[src/rtl/sram_axi_bridge_pkg.sv]
// Shared types and AXI field constants for the SRAM-to-AXI bridge.
package sram_axi_bridge_pkg;

  typedef enum logic [2:0] {
    S_IDLE = 3'd0,
    S_AR   = 3'd1,
    S_RD   = 3'd2,
    S_AWW  = 3'd3,
    S_WB   = 3'd4
  } state_e;

  typedef enum logic {
    OWN_INST = 1'b0,
    OWN_DATA = 1'b1
  } owner_e;

  localparam logic [7:0] AXI_LEN0  = 8'd0;
  localparam logic [2:0] AXI_SIZE4 = 3'd2;
  localparam logic [1:0] AXI_INCR  = 2'b01;
  localparam logic [1:0] AXI_OKAY  = 2'b00;

  function automatic logic is_store(input logic [3:0] wen);
    return |wen;
  endfunction

endpackage

[src/rtl/sram_axi_bridge.sv]
// Bridges the core's inst/data SRAM-style ports onto one AXI4 master,
// one single-beat transaction in flight at a time, data port first.
module sram_axi_bridge
  import sram_axi_bridge_pkg::*;
#(
  parameter logic [3:0] INST_ID = 4'd0,
  parameter logic [3:0] DATA_ID = 4'd1
) (
  input  logic        clk,
  input  logic        resetn,

  input  logic        inst_sram_en,
  input  logic [31:0] inst_sram_addr,
  output logic [31:0] inst_sram_rdata,
  output logic        fetch_stall,
  input  logic        longest_stall_f,

  input  logic        data_sram_en,
  input  logic [3:0]  data_sram_wen,
  input  logic [31:0] data_sram_addr,
  input  logic [31:0] data_sram_wdata,
  output logic [31:0] data_sram_rdata,
  output logic        memory_stall,
  input  logic        longest_stall_m,

  output logic [3:0]  arid,
  output logic [31:0] araddr,
  output logic [7:0]  arlen,
  output logic [2:0]  arsize,
  output logic [1:0]  arburst,
  output logic        arvalid,
  input  logic        arready,

  input  logic [3:0]  rid,
  input  logic [31:0] rdata,
  input  logic [1:0]  rresp,
  input  logic        rlast,
  input  logic        rvalid,
  output logic        rready,

  output logic [3:0]  awid,
  output logic [31:0] awaddr,
  output logic [7:0]  awlen,
  output logic [2:0]  awsize,
  output logic [1:0]  awburst,
  output logic        awvalid,
  input  logic        awready,

  output logic [31:0] wdata,
  output logic [3:0]  wstrb,
  output logic        wlast,
  output logic        wvalid,
  input  logic        wready,

  input  logic [3:0]  bid,
  input  logic [1:0]  bresp,
  input  logic        bvalid,
  output logic        bready
);

  state_e      state_q, state_d;
  owner_e      owner_q, owner_d;
  logic [3:0]  id_q, id_d;
  logic [31:0] addr_q, addr_d;
  logic [31:0] wdata_q, wdata_d;
  logic [3:0]  wstrb_q, wstrb_d;
  logic        aw_ok_q, aw_ok_d;
  logic        w_ok_q, w_ok_d;
  logic        arvalid_q, arvalid_d;
  logic        awvalid_q, awvalid_d;
  logic        wvalid_q, wvalid_d;
  logic        rready_q, rready_d;
  logic        bready_q, bready_d;
  logic        inst_done_q, inst_done_d;
  logic        data_done_q, data_done_d;
  logic [31:0] inst_rdata_q, inst_rdata_d;
  logic [31:0] data_rdata_q, data_rdata_d;

  logic data_rd_req, data_wr_req, inst_req;
  logic aw_hs, w_hs;
  logic rd_fin, wr_fin;

  // Response IDs and codes are not checked; errors are not reported upstream.
  logic unused_axi;
  assign unused_axi = ^{rid, rresp, rlast, bid, bresp};

  assign data_rd_req = data_sram_en & ~is_store(data_sram_wen) & ~data_done_q;
  assign data_wr_req = data_sram_en &  is_store(data_sram_wen) & ~data_done_q;
  assign inst_req    = inst_sram_en & ~inst_done_q;
  assign aw_hs       = awvalid_q & awready;
  assign w_hs        = wvalid_q & wready;

  always_comb begin
    state_d      = state_q;
    owner_d      = owner_q;
    id_d         = id_q;
    addr_d       = addr_q;
    wdata_d      = wdata_q;
    wstrb_d      = wstrb_q;
    aw_ok_d      = aw_ok_q;
    w_ok_d       = w_ok_q;
    rd_fin       = 1'b0;
    wr_fin       = 1'b0;

    case (state_q)
      S_IDLE: begin
        if (data_rd_req) begin
          state_d = S_AR;
          owner_d = OWN_DATA;
          id_d    = DATA_ID;
          addr_d  = data_sram_addr;
        end else if (data_wr_req) begin
          state_d = S_AWW;
          owner_d = OWN_DATA;
          id_d    = DATA_ID;
          addr_d  = data_sram_addr;
          wdata_d = data_sram_wdata;
          wstrb_d = data_sram_wen;
          aw_ok_d = 1'b0;
          w_ok_d  = 1'b0;
        end else if (inst_req) begin
          state_d = S_AR;
          owner_d = OWN_INST;
          id_d    = INST_ID;
          addr_d  = inst_sram_addr;
        end
      end
      S_AR: begin
        if (arvalid_q && arready) state_d = S_RD;
      end
      S_RD: begin
        if (rvalid) begin
          state_d = S_IDLE;
          rd_fin  = 1'b1;
        end
      end
      S_AWW: begin
        // AW and W may complete in either order or together.
        aw_ok_d = aw_ok_q | aw_hs;
        w_ok_d  = w_ok_q | w_hs;
        if (aw_ok_d && w_ok_d) state_d = S_WB;
      end
      S_WB: begin
        if (bvalid) begin
          state_d = S_IDLE;
          wr_fin  = 1'b1;
        end
      end
      default: state_d = S_IDLE;
    endcase
  end

  // Channel valids/readies are decoded from the next state so they leave flops.
  always_comb begin
    arvalid_d = (state_d == S_AR);
    rready_d  = (state_d == S_RD);
    bready_d  = (state_d == S_WB);
    awvalid_d = (state_d == S_AWW) & ~aw_ok_d;
    wvalid_d  = (state_d == S_AWW) & ~w_ok_d;
  end

  // A result is only delivered if its requester is still asking (not flushed).
  always_comb begin
    inst_done_d  = inst_done_q;
    data_done_d  = data_done_q;
    inst_rdata_d = inst_rdata_q;
    data_rdata_d = data_rdata_q;

    if (rd_fin && owner_q == OWN_INST && inst_sram_en) begin
      inst_done_d  = 1'b1;
      inst_rdata_d = rdata;
    end else if (inst_done_q && !longest_stall_f) begin
      inst_done_d = 1'b0;
    end

    if ((rd_fin || wr_fin) && owner_q == OWN_DATA && data_sram_en) begin
      data_done_d = 1'b1;
      if (rd_fin) data_rdata_d = rdata;
    end else if (data_done_q && !longest_stall_m) begin
      data_done_d = 1'b0;
    end
  end

  always_ff @(posedge clk or negedge resetn) begin
    if (!resetn) begin
      state_q      <= S_IDLE;
      owner_q      <= OWN_INST;
      id_q         <= '0;
      addr_q       <= '0;
      wdata_q      <= '0;
      wstrb_q      <= '0;
      aw_ok_q      <= 1'b0;
      w_ok_q       <= 1'b0;
      arvalid_q    <= 1'b0;
      awvalid_q    <= 1'b0;
      wvalid_q     <= 1'b0;
      rready_q     <= 1'b0;
      bready_q     <= 1'b0;
      inst_done_q  <= 1'b0;
      data_done_q  <= 1'b0;
      inst_rdata_q <= '0;
      data_rdata_q <= '0;
    end else begin
      state_q      <= state_d;
      owner_q      <= owner_d;
      id_q         <= id_d;
      addr_q       <= addr_d;
      wdata_q      <= wdata_d;
      wstrb_q      <= wstrb_d;
      aw_ok_q      <= aw_ok_d;
      w_ok_q       <= w_ok_d;
      arvalid_q    <= arvalid_d;
      awvalid_q    <= awvalid_d;
      wvalid_q     <= wvalid_d;
      rready_q     <= rready_d;
      bready_q     <= bready_d;
      inst_done_q  <= inst_done_d;
      data_done_q  <= data_done_d;
      inst_rdata_q <= inst_rdata_d;
      data_rdata_q <= data_rdata_d;
    end
  end

  assign fetch_stall     = inst_sram_en & ~inst_done_q;
  assign memory_stall    = data_sram_en & ~data_done_q;
  assign inst_sram_rdata = inst_rdata_q;
  assign data_sram_rdata = data_rdata_q;

  assign arid    = id_q;
  assign araddr  = addr_q;
  assign arlen   = AXI_LEN0;
  assign arsize  = AXI_SIZE4;
  assign arburst = AXI_INCR;
  assign arvalid = arvalid_q;
  assign rready  = rready_q;

  assign awid    = id_q;
  assign awaddr  = addr_q;
  assign awlen   = AXI_LEN0;
  assign awsize  = AXI_SIZE4;
  assign awburst = AXI_INCR;
  assign awvalid = awvalid_q;

  assign wdata   = wdata_q;
  assign wstrb   = wstrb_q;
  assign wlast   = 1'b1;
  assign wvalid  = wvalid_q;
  assign bready  = bready_q;

endmodule
[config.mk]
export PLATFORM = sky130hd
export DESIGN_NAME = sram_axi_bridge
export DESIGN_NICKNAME = d
export VERILOG_FILES = /design/src/rtl/sram_axi_bridge_pkg.sv /design/src/rtl/sram_axi_bridge.sv
export SDC_FILE = /design/constraint.sdc
export NUM_CORES = 1
export LEC_CHECK = 0
export CAP_MARGIN = 25
export CORE_AREA = 3 3 139 141
export CTS_BUF_LIST = sky130_fd_sc_hd__clkbuf_16
export CTS_CLUSTER_SIZE = 8
export DETAILED_ROUTE_END_ITERATION = 8
export DIE_AREA = 0 0 142 144
export PLACE_DENSITY_LB_ADDON = 0.3
export SYNTH_ARGS = -nofsm -noshare
export SYNTH_HDL_FRONTEND = slang
export SYNTH_SLANG_ARGS = --single-unit
[constraint.sdc]
create_clock -name clk -period 2.15 [get_ports clk]
set_input_delay 0.215 -clock clk [delete_from_list [all_inputs] [get_ports clk]]
set_output_delay 0.215 -clock clk [all_outputs]
set_load 0.05 [all_outputs]
==> results.yml, run 1 <==
layout:
  syn2layout_area_growth_pct: 55.37
  register_area_um2: 3628
  share_of_cells_above_drive_strength_1: 0.2913
  total_nets_final: 889
  final.fill_count: 1468
  final_area_um2: 10380
  number_of_cells_in_the_finished_layout_apart_from_fillers: 975
  multiInputGateArea_um2: 2485
detailed_routing:
  total_via_count_in_the_routed_design: 4484
  finalWirelength_um: 17800
  drt_first_iter_violations: 131
  total_iterations_of_the_first_detailed_routing_run: 4
  route.detailed.wl_per_inst_um: 18.26
  drc: 0
  route.detailed.vias_per_inst: 4.599
  antenna_left: 0
clock_tree:
  tritoncts: "built"
  post_cts_resized: 0
  ctsLongestPathBuffers: 2
  numClockSinks: 145
  clock-root-buffer: "clkbuf_16"
  num_cts_buffers: 17
  clk_latency_ns: 0.41
  clk_pin_slew_ns: 0.06
  cts_max_level: 4
power:
  power_frac_seq: 0.247
  cellInternalPower_mw: 10.47
  power.share.combinational: 0.600
  power_density_nw_per_um2: 1914
  power.switching_mw: 9.392
  power.switching_fraction: 0.4730
  leakage_power_summed_over_all_cells_nw: 4.528
  power_frac_clock: 0.153
  power.ir.vdd_worst_mv: 1.296
outcome:
  status: "complete, no violations"
global_route:
  vias_in_the_first_global_route: 4945
  largest_net_degree_at_the_start_of_global_routing: 59
  antenna_found_initial: 0
  grt_first_pass_wirelength_um: 27790
  grt-ovfl-total: 0
  grtUsageTotal: 0.1756
setup_path:
  kind_of_critical_path: "reg2reg"
  timing.critical_path.fanout_max: 33
  type_of_element_capturing_the_critical_path: "flop"
  critPathLaunchType: "flop"
  worst_ep_required_time_ns: 2.44
  worst-endpoint-arrival_ns: 2.25
floorplan:
  fp.dieArea_um2: 20450
  placementRows: 49
  die_width_um: 142
  fp.dieH_um: 144
  io_pins: 362
  placeableCoreArea_um2: 18090
  initial_cell_density_of_the_core: 0.3692
worst_hold_path:
  min_path_type: "in2async"
flow_run:
  maxCapViolations: 0
timing:
  fmax_ghz: 0.5113
  layout_worst_path_cycle_share: 0.9097
  timing_worst_slew_pin_value_ns: 0.5843
  maxSlewHeadroom: 0.6105
  slew_violations: 0
  layout_min_cycle_time_ns: 1.956
  finalSetupViolCount: 0
  rsz0062_at_grt: "no"
  final.setup_skew_ns: 0.004943
  final_hold_viol_count: 0
synthesis:
  seq_area_frac_synth: 0.5434
  synth_warnings: 0
  netlist_area_um2: 6678
  number_of_different_library_cells_in_the_post_synthesis_netlist: 38
  post_synth.cell_area_avg_um2: 15.14
  number_of_register_bits_inferred_by_synthesis: 145
  synthesis.instances: 441
placement:
  port_buffers: 315
  hpwlAfterDp_um: 13380
  placed_cells_incl_taps: 942
  detailed_place.area_um2: 9763
  final_weighted_congestion_of_routability_driven_global_placement: 0.8153
layer usage:
layer  vias to the layer above  track usage  wire length, um
met5                         -            0                0
met4                         0      0.06313              262
met3                        17      0.05390             1185
met2                       180       0.2966             9283
met1                      2264       0.2130             7069
li1                       2023            -                -
final timing paths:
kind | depth (start not counted) | endpoint | start | slack [ns]
max in group asynchronous | 3 | data_sram_rdata[8]$_DFFE_PN0P_ | resetn | 1.08
setup reg to reg | 4 | inst_sram_rdata[5]$_DFFE_PN0P_ | state_q[1]$_DFF_PN0_ | 0.19
hold reg to reg | 1 | inst_sram_rdata[1]$_DFFE_PN0P_ | inst_sram_rdata[1]$_DFFE_PN0P_ | 0.50
setup / recovery | 4 | inst_sram_rdata[5]$_DFFE_PN0P_ | state_q[1]$_DFF_PN0_ | 0.19
min in group clk | 3 | inst_done_q$_DFFE_PN0P_ | longest_stall_f | 0.37
hold / removal | 2 | wdata[4]$_DFFE_PN0P_ | resetn | 0.34
sequential cells by signal, indices dropped and copies added, names as in the netlist:
signal and cells:
araddr 32, arid 1, arvalid 1, aw_ok_q 1
awvalid 1, bready 1, data_done_q 1, data_sram_rdata 32
inst_done_q 1, inst_sram_rdata 32, rready 1, state_q 3
w_ok_q 1, wdata 32, wstrb 4, wvalid 1
metrics by stage:
stage	total power [mW]	setup WS, ns	TNS [ns]	hold slack [ns]	util
final	19.86	0.1942	0	0.3352	0.5736
after floorplan	13.25	0.07745	0	-0.08059	-
after global placement	16.77	0.001647	0	0.2213	0.5398
after detailed placement	16.92	-0.04316	-1.026	0.2342	0.5398
after CTS	20.06	0.1724	0	0.3536	0.5735
after global routing	20.65	0.1253	0	0.3776	0.5735
logic make-up after synthesis:
family | Yosys count | synth area share
other | 2 | 0.001125
flip-flops | 145 | 0.5434
multiplexers | 164 | 0.3092
AND/OR/NAND/NOR | 27 | 0.02680
AO/OA/AOI/OAI | 15 | 0.01555
buffers and inverters | 88 | 0.1040
cell usage after synthesis:
cell / number / area share
dfrtp_1: 145 / 0.54
buf_6: 6 / 0.010
o31ai_1: 1 / 0.0011
and3_1: 1 / 0.00094
nand3_1: 1 / 0.00075
nor4b_1: 1 / 0.0013
nor3_1: 2 / 0.0015
and3b_2: 1 / 0.0015
mux2_2: 106 / 0.18
a31oi_1: 1 / 0.00094
nand2_1: 5 / 0.0028
mux2_4: 58 / 0.13
nor2_1: 1 / 0.00056
or2_2: 2 / 0.0019
nand3b_1: 1 / 0.0011
a21oi_1: 3 / 0.0022
nor4_2: 1 / 0.0019
or3b_2: 1 / 0.0013
conb_1: 2 / 0.0011
nand4b_1: 1 / 0.0013
o21ai_0: 2 / 0.0015
a311oi_1: 1 / 0.0013
and2_1: 2 / 0.0019
buf_2: 6 / 0.0045
buf_1: 2 / 0.0011
nand2b_1: 1 / 0.00094
nor3b_1: 1 / 0.0011
inv_1: 1 / 0.00056
buf_12: 3 / 0.0090
or4b_1: 1 / 0.0015
a31o_2: 2 / 0.0026
or3_1: 1 / 0.00094
a211oi_1: 2 / 0.0022
or4_4: 1 / 0.0017
nor2b_1: 2 / 0.0019
buf_4: 70 / 0.079
a22o_1: 1 / 0.0013
o21a_1: 2 / 0.0022
area by class of cell:
type	count	area share
flip-flops and latches	145	0.3497
repair buffers	329	0.3248
multi-input cells	239	0.2395
clock buffers	17	0.04100
well taps	229	0.02762
clock inverters	14	0.01676
inverters	1	0.0003618
diodes	1	0.0002412
worst max-delay path: stages (launching register included):
cell and delay, ns:
dfrtp_1 0.45, nand3b_1 0.13, or4b_2 0.67, buf_12 0.22
mux2_4 0.33
placed cells by master, fill, tap and decap left out, types with 2 or more instances in the layout:
cell type        synthesis  final
clkinv_1                 0      4
clkbuf_16                0     17
clkinv_4                 0      3
dfrtp_1                145    145
buf_12                   3      9
o21ai_0                  2      2
a211oi_1                 2      2
inv_1                    1      3
nand2_1                  5      5
a21oi_1                  3      3
clkdlybuf4s50_1          0    312
and2_1                   2      2
bufinv_16                0      4
o21a_1                   2      2
mux2_4                  58     58
buf_4                   70      6
conb_1                   2     33
mux2_2                 106    106
or2_2                    2      2
a31o_2                   2      2
repair_timing:
item | in CTS | in global routing
hold endpoints to repair | 55 | 0
hold buffers | 1 | 0
buffers inserted | 0 | 0
power groups by stage:
stage	logic (mW)	registers [mW]	clock network [mW]
finish	11.9	4.91	3.03
global route	12.3	5.09	3.25
CTS	12.0	4.93	3.12
detailed placement	12.0	4.93	0
global placement	11.9	4.88	0
floorplan	4.14	9.12	0
Note: power is estimated with default switching activity, not from simulation.
==> run 2: changes to the inputs <==
--- a/config.mk
+++ b/config.mk
@@ -12,6 +12,7 @@
 export DETAILED_ROUTE_END_ITERATION = 8
 export DIE_AREA = 0 0 142 144
 export PLACE_DENSITY_LB_ADDON = 0.3
+export SETUP_SLACK_MARGIN = 0.3
 export SYNTH_ARGS = -nofsm -noshare
 export SYNTH_HDL_FRONTEND = slang
 export SYNTH_SLANG_ARGS = --single-unit
==> constraint.sdc (replaced) <==
create_clock -name clk -period 2.15 [get_ports clk]
set_input_delay 0.43 -clock clk [delete_from_list [all_inputs] [get_ports clk]]
set_output_delay 0.43 -clock clk [all_outputs]
set_load 0.05 [all_outputs]
==> run 2 against run 1 <==
Net effect:
- first-iteration DRC count up 6.9%
- sequential share of layout area rose by 0.49 points
- count of clock-buffer cells in the layout stayed put
- clock skew is 0.0036 ns higher
- design area decreased by 1.3%
- maximum frequency rose by 5.4%
- sequential power shrank 2%
- non-clock buffer count up 7
- global-route usage shrank 0.75 points
- clock power decreased by 14%
- sequential cell count did not move
==> results.yml, run 2 (synthesis results as in run 1) <==
outcome:
  status: "complete, no violations"
setup_path:
  critPathLaunchType: "input port"
  type_of_element_capturing_the_critical_path: "flop"
  timing.critical_path.fanout_max: 4
  worst-endpoint-arrival_ns: 2.14
  worst_ep_required_time_ns: 2.44
  kind_of_critical_path: "in2reg"
layout:
  multiInputGateArea_um2: 2510
  final.fill_count: 1544
  total_nets_final: 896
  layout_commonest_cell: "dlygate4sd2_1"
  register_area_um2: 3631
  final_cell_mix: "dlygate4sd2_1, dfrtp_1, clkdlybuf4s50_1"
  share_of_cells_above_drive_strength_1: 0.3125
  syn2layout_area_growth_pct: 53.31
timing:
  final_hold_viol_count: 0
  final.setup_skew_ns: 0.008514
  slew_violations: 0
  layout_min_cycle_time_ns: 1.856
  rsz0062_at_grt: "yes"
  totalNegativeSetupSlack_ns: 0
  layout_worst_path_cycle_share: 0.8631
  finalSetupViolCount: 0
  fmax_ghz: 0.5389
  maxSlewHeadroom: 0.6437
  final_critical_path_setup_slack_ns: 0.2943
  timing_worst_slew_pin_value_ns: 0.5366
detailed_routing:
  total_via_count_in_the_routed_design: 4511
  finalWirelength_um: 17590
  total_iterations_of_the_first_detailed_routing_run: 4
  route.detailed.wl_per_inst_um: 17.91
  antenna_left: 0
  drt_first_iter_violations: 140
  drc: 0
  route.detailed.vias_per_inst: 4.594
placement:
  hpwlAfterDp_um: 12780
  port_buffers: 315
  final_weighted_congestion_of_routability_driven_global_placement: 0.7345
  dpl_worst_slack_ns: -0.2186
clock_tree:
  numClockSinks: 145
  cts_max_level: 4
  ctsLongestPathBuffers: 2
  tritoncts: "built"
  clk_pin_slew_ns: 0.06
  clock-root-buffer: "clkbuf_16"
  clk_latency_ns: 0.41
  num_cts_buffers: 17
flow_run:
  maxCapViolations: 0
floorplan:
  fp.dieArea_um2: 20450
  initial_cell_density_of_the_core: 0.3692
  placementRows: 49
  fp.dieH_um: 144
  io_pins: 362
  die_width_um: 142
  placeableCoreArea_um2: 18090
global_route:
  grt_first_pass_wirelength_um: 26750
  grt-ovfl-total: 0
  largest_net_degree_at_the_start_of_global_routing: 50
  vias_in_the_first_global_route: 4779
  antenna_found_initial: 0
  grtUsageTotal: 0.1681
power:
  fin_total_pwr_mw: 18.32
  power_density_nw_per_um2: 1790
  leakage_power_summed_over_all_cells_nw: 4.890
  power.ir.vdd_worst_mv: 0.9447
worst_hold_path:
  min_path_type: "reg2reg"
run 2: cell types whose count changed in the layout (fill, tap and decap cells not counted), moves of 2 or more:
cell             change
buf_12               +2
clkinv_2             +2
clkinv_1             -2
dlygate4sd2_1      +165
inv_6                +3
clkdlybuf4s15_2      +3
clkdlybuf4s15_1      +3
dfrtp_1              -2
clkinvlp_4           +3
clkdlybuf4s50_1    -171
buf_4                +2
bufinv_16            -4
dfrtp_2              +2
run 2: critical path: stages:
cell and delay (ns):
clkdlybuf4s50_1 0.42, or4_4 0.55, and3_4 0.23, buf_4 0.15
or3_1 0.37
run 2: metal layers:
| metal | share of wire | GRT usage | routed length (um) | vias to the layer above |
|---|---|---|---|---|
| met3 | 0.067 | 0.05126 | 1184 | 23 |
| met5 | 0 | 0 | 0 | - |
| met1 | 0.40 | 0.2034 | 7020 | 2226 |
| met4 | 0.020 | 0.06162 | 354 | 0 |
| li1 | - | - | - | 2056 |
| met2 | 0.51 | 0.2842 | 9031 | 206 |
run 2: path summary, 6_finish.rpt:
kind / startpoint / endpoint / slack [ns] / cells after the start
worst max register to register: state_q[0]$_DFF_PN0_ / wdata[31]$_DFFE_PN0P_ / 0.38 / 5
worst min register to register: wstrb[3]$_DFFE_PN0P_ / wstrb[3]$_DFFE_PN0P_ / 0.50 / 1
worst min-delay path: wstrb[3]$_DFFE_PN0P_ / wstrb[3]$_DFFE_PN0P_ / 0.50 / 1
max in group asynchronous: resetn / wdata[4]$_DFFE_PN0P_ / 1.01 / 3
min in group asynchronous: resetn / inst_sram_rdata[13]$_DFFE_PN0P_ / 0.52 / 2
worst max-delay path: data_sram_wen[1] / state_q[1]$_DFF_PN0_ / 0.29 / 5
run 2: per-stage QoR:
stage               hold slack, ns  std cells  utilization  cell area [um2]
floorplan                   0.1344        472            -             6807
global placement            0.4066        944       0.5418             9798
detailed placement          0.4100        944       0.5418             9798
CTS                         0.5026        979       0.5636            10190
global route                0.5105        981       0.5659            10230
finish                      0.4984        982       0.5660            10240
run 2: cell type report:
cell class	count	share of cell area
clock buffer	17	0.04155
multi-input combinational	239	0.2452
timing repair buffer	336	0.3209
sequential	145	0.3547
clock inverter	14	0.009044
tap	229	0.02799
antenna	1	0.0002444
inverter	1	0.0003667
run 2: repair_timing:
| action | in CTS | in global routing |
|---|---|---|
| cloned | 1 | 1 |
| hold endpoints to repair | 46 | 0 |
| endpoints found under the setup margin | 236 | 29 |
| pin swaps | 0 | 1 |
| buffers inserted | 2 | 1 |
| hold buffers | 1 | 0 |
| gates resized for setup | 182 | 6 |
run 2: report_power, final:
group          internal [mW]  switching [mW]
Clock                   1.46            1.15
Sequential              4.04           0.799
Combinational           3.49            7.39
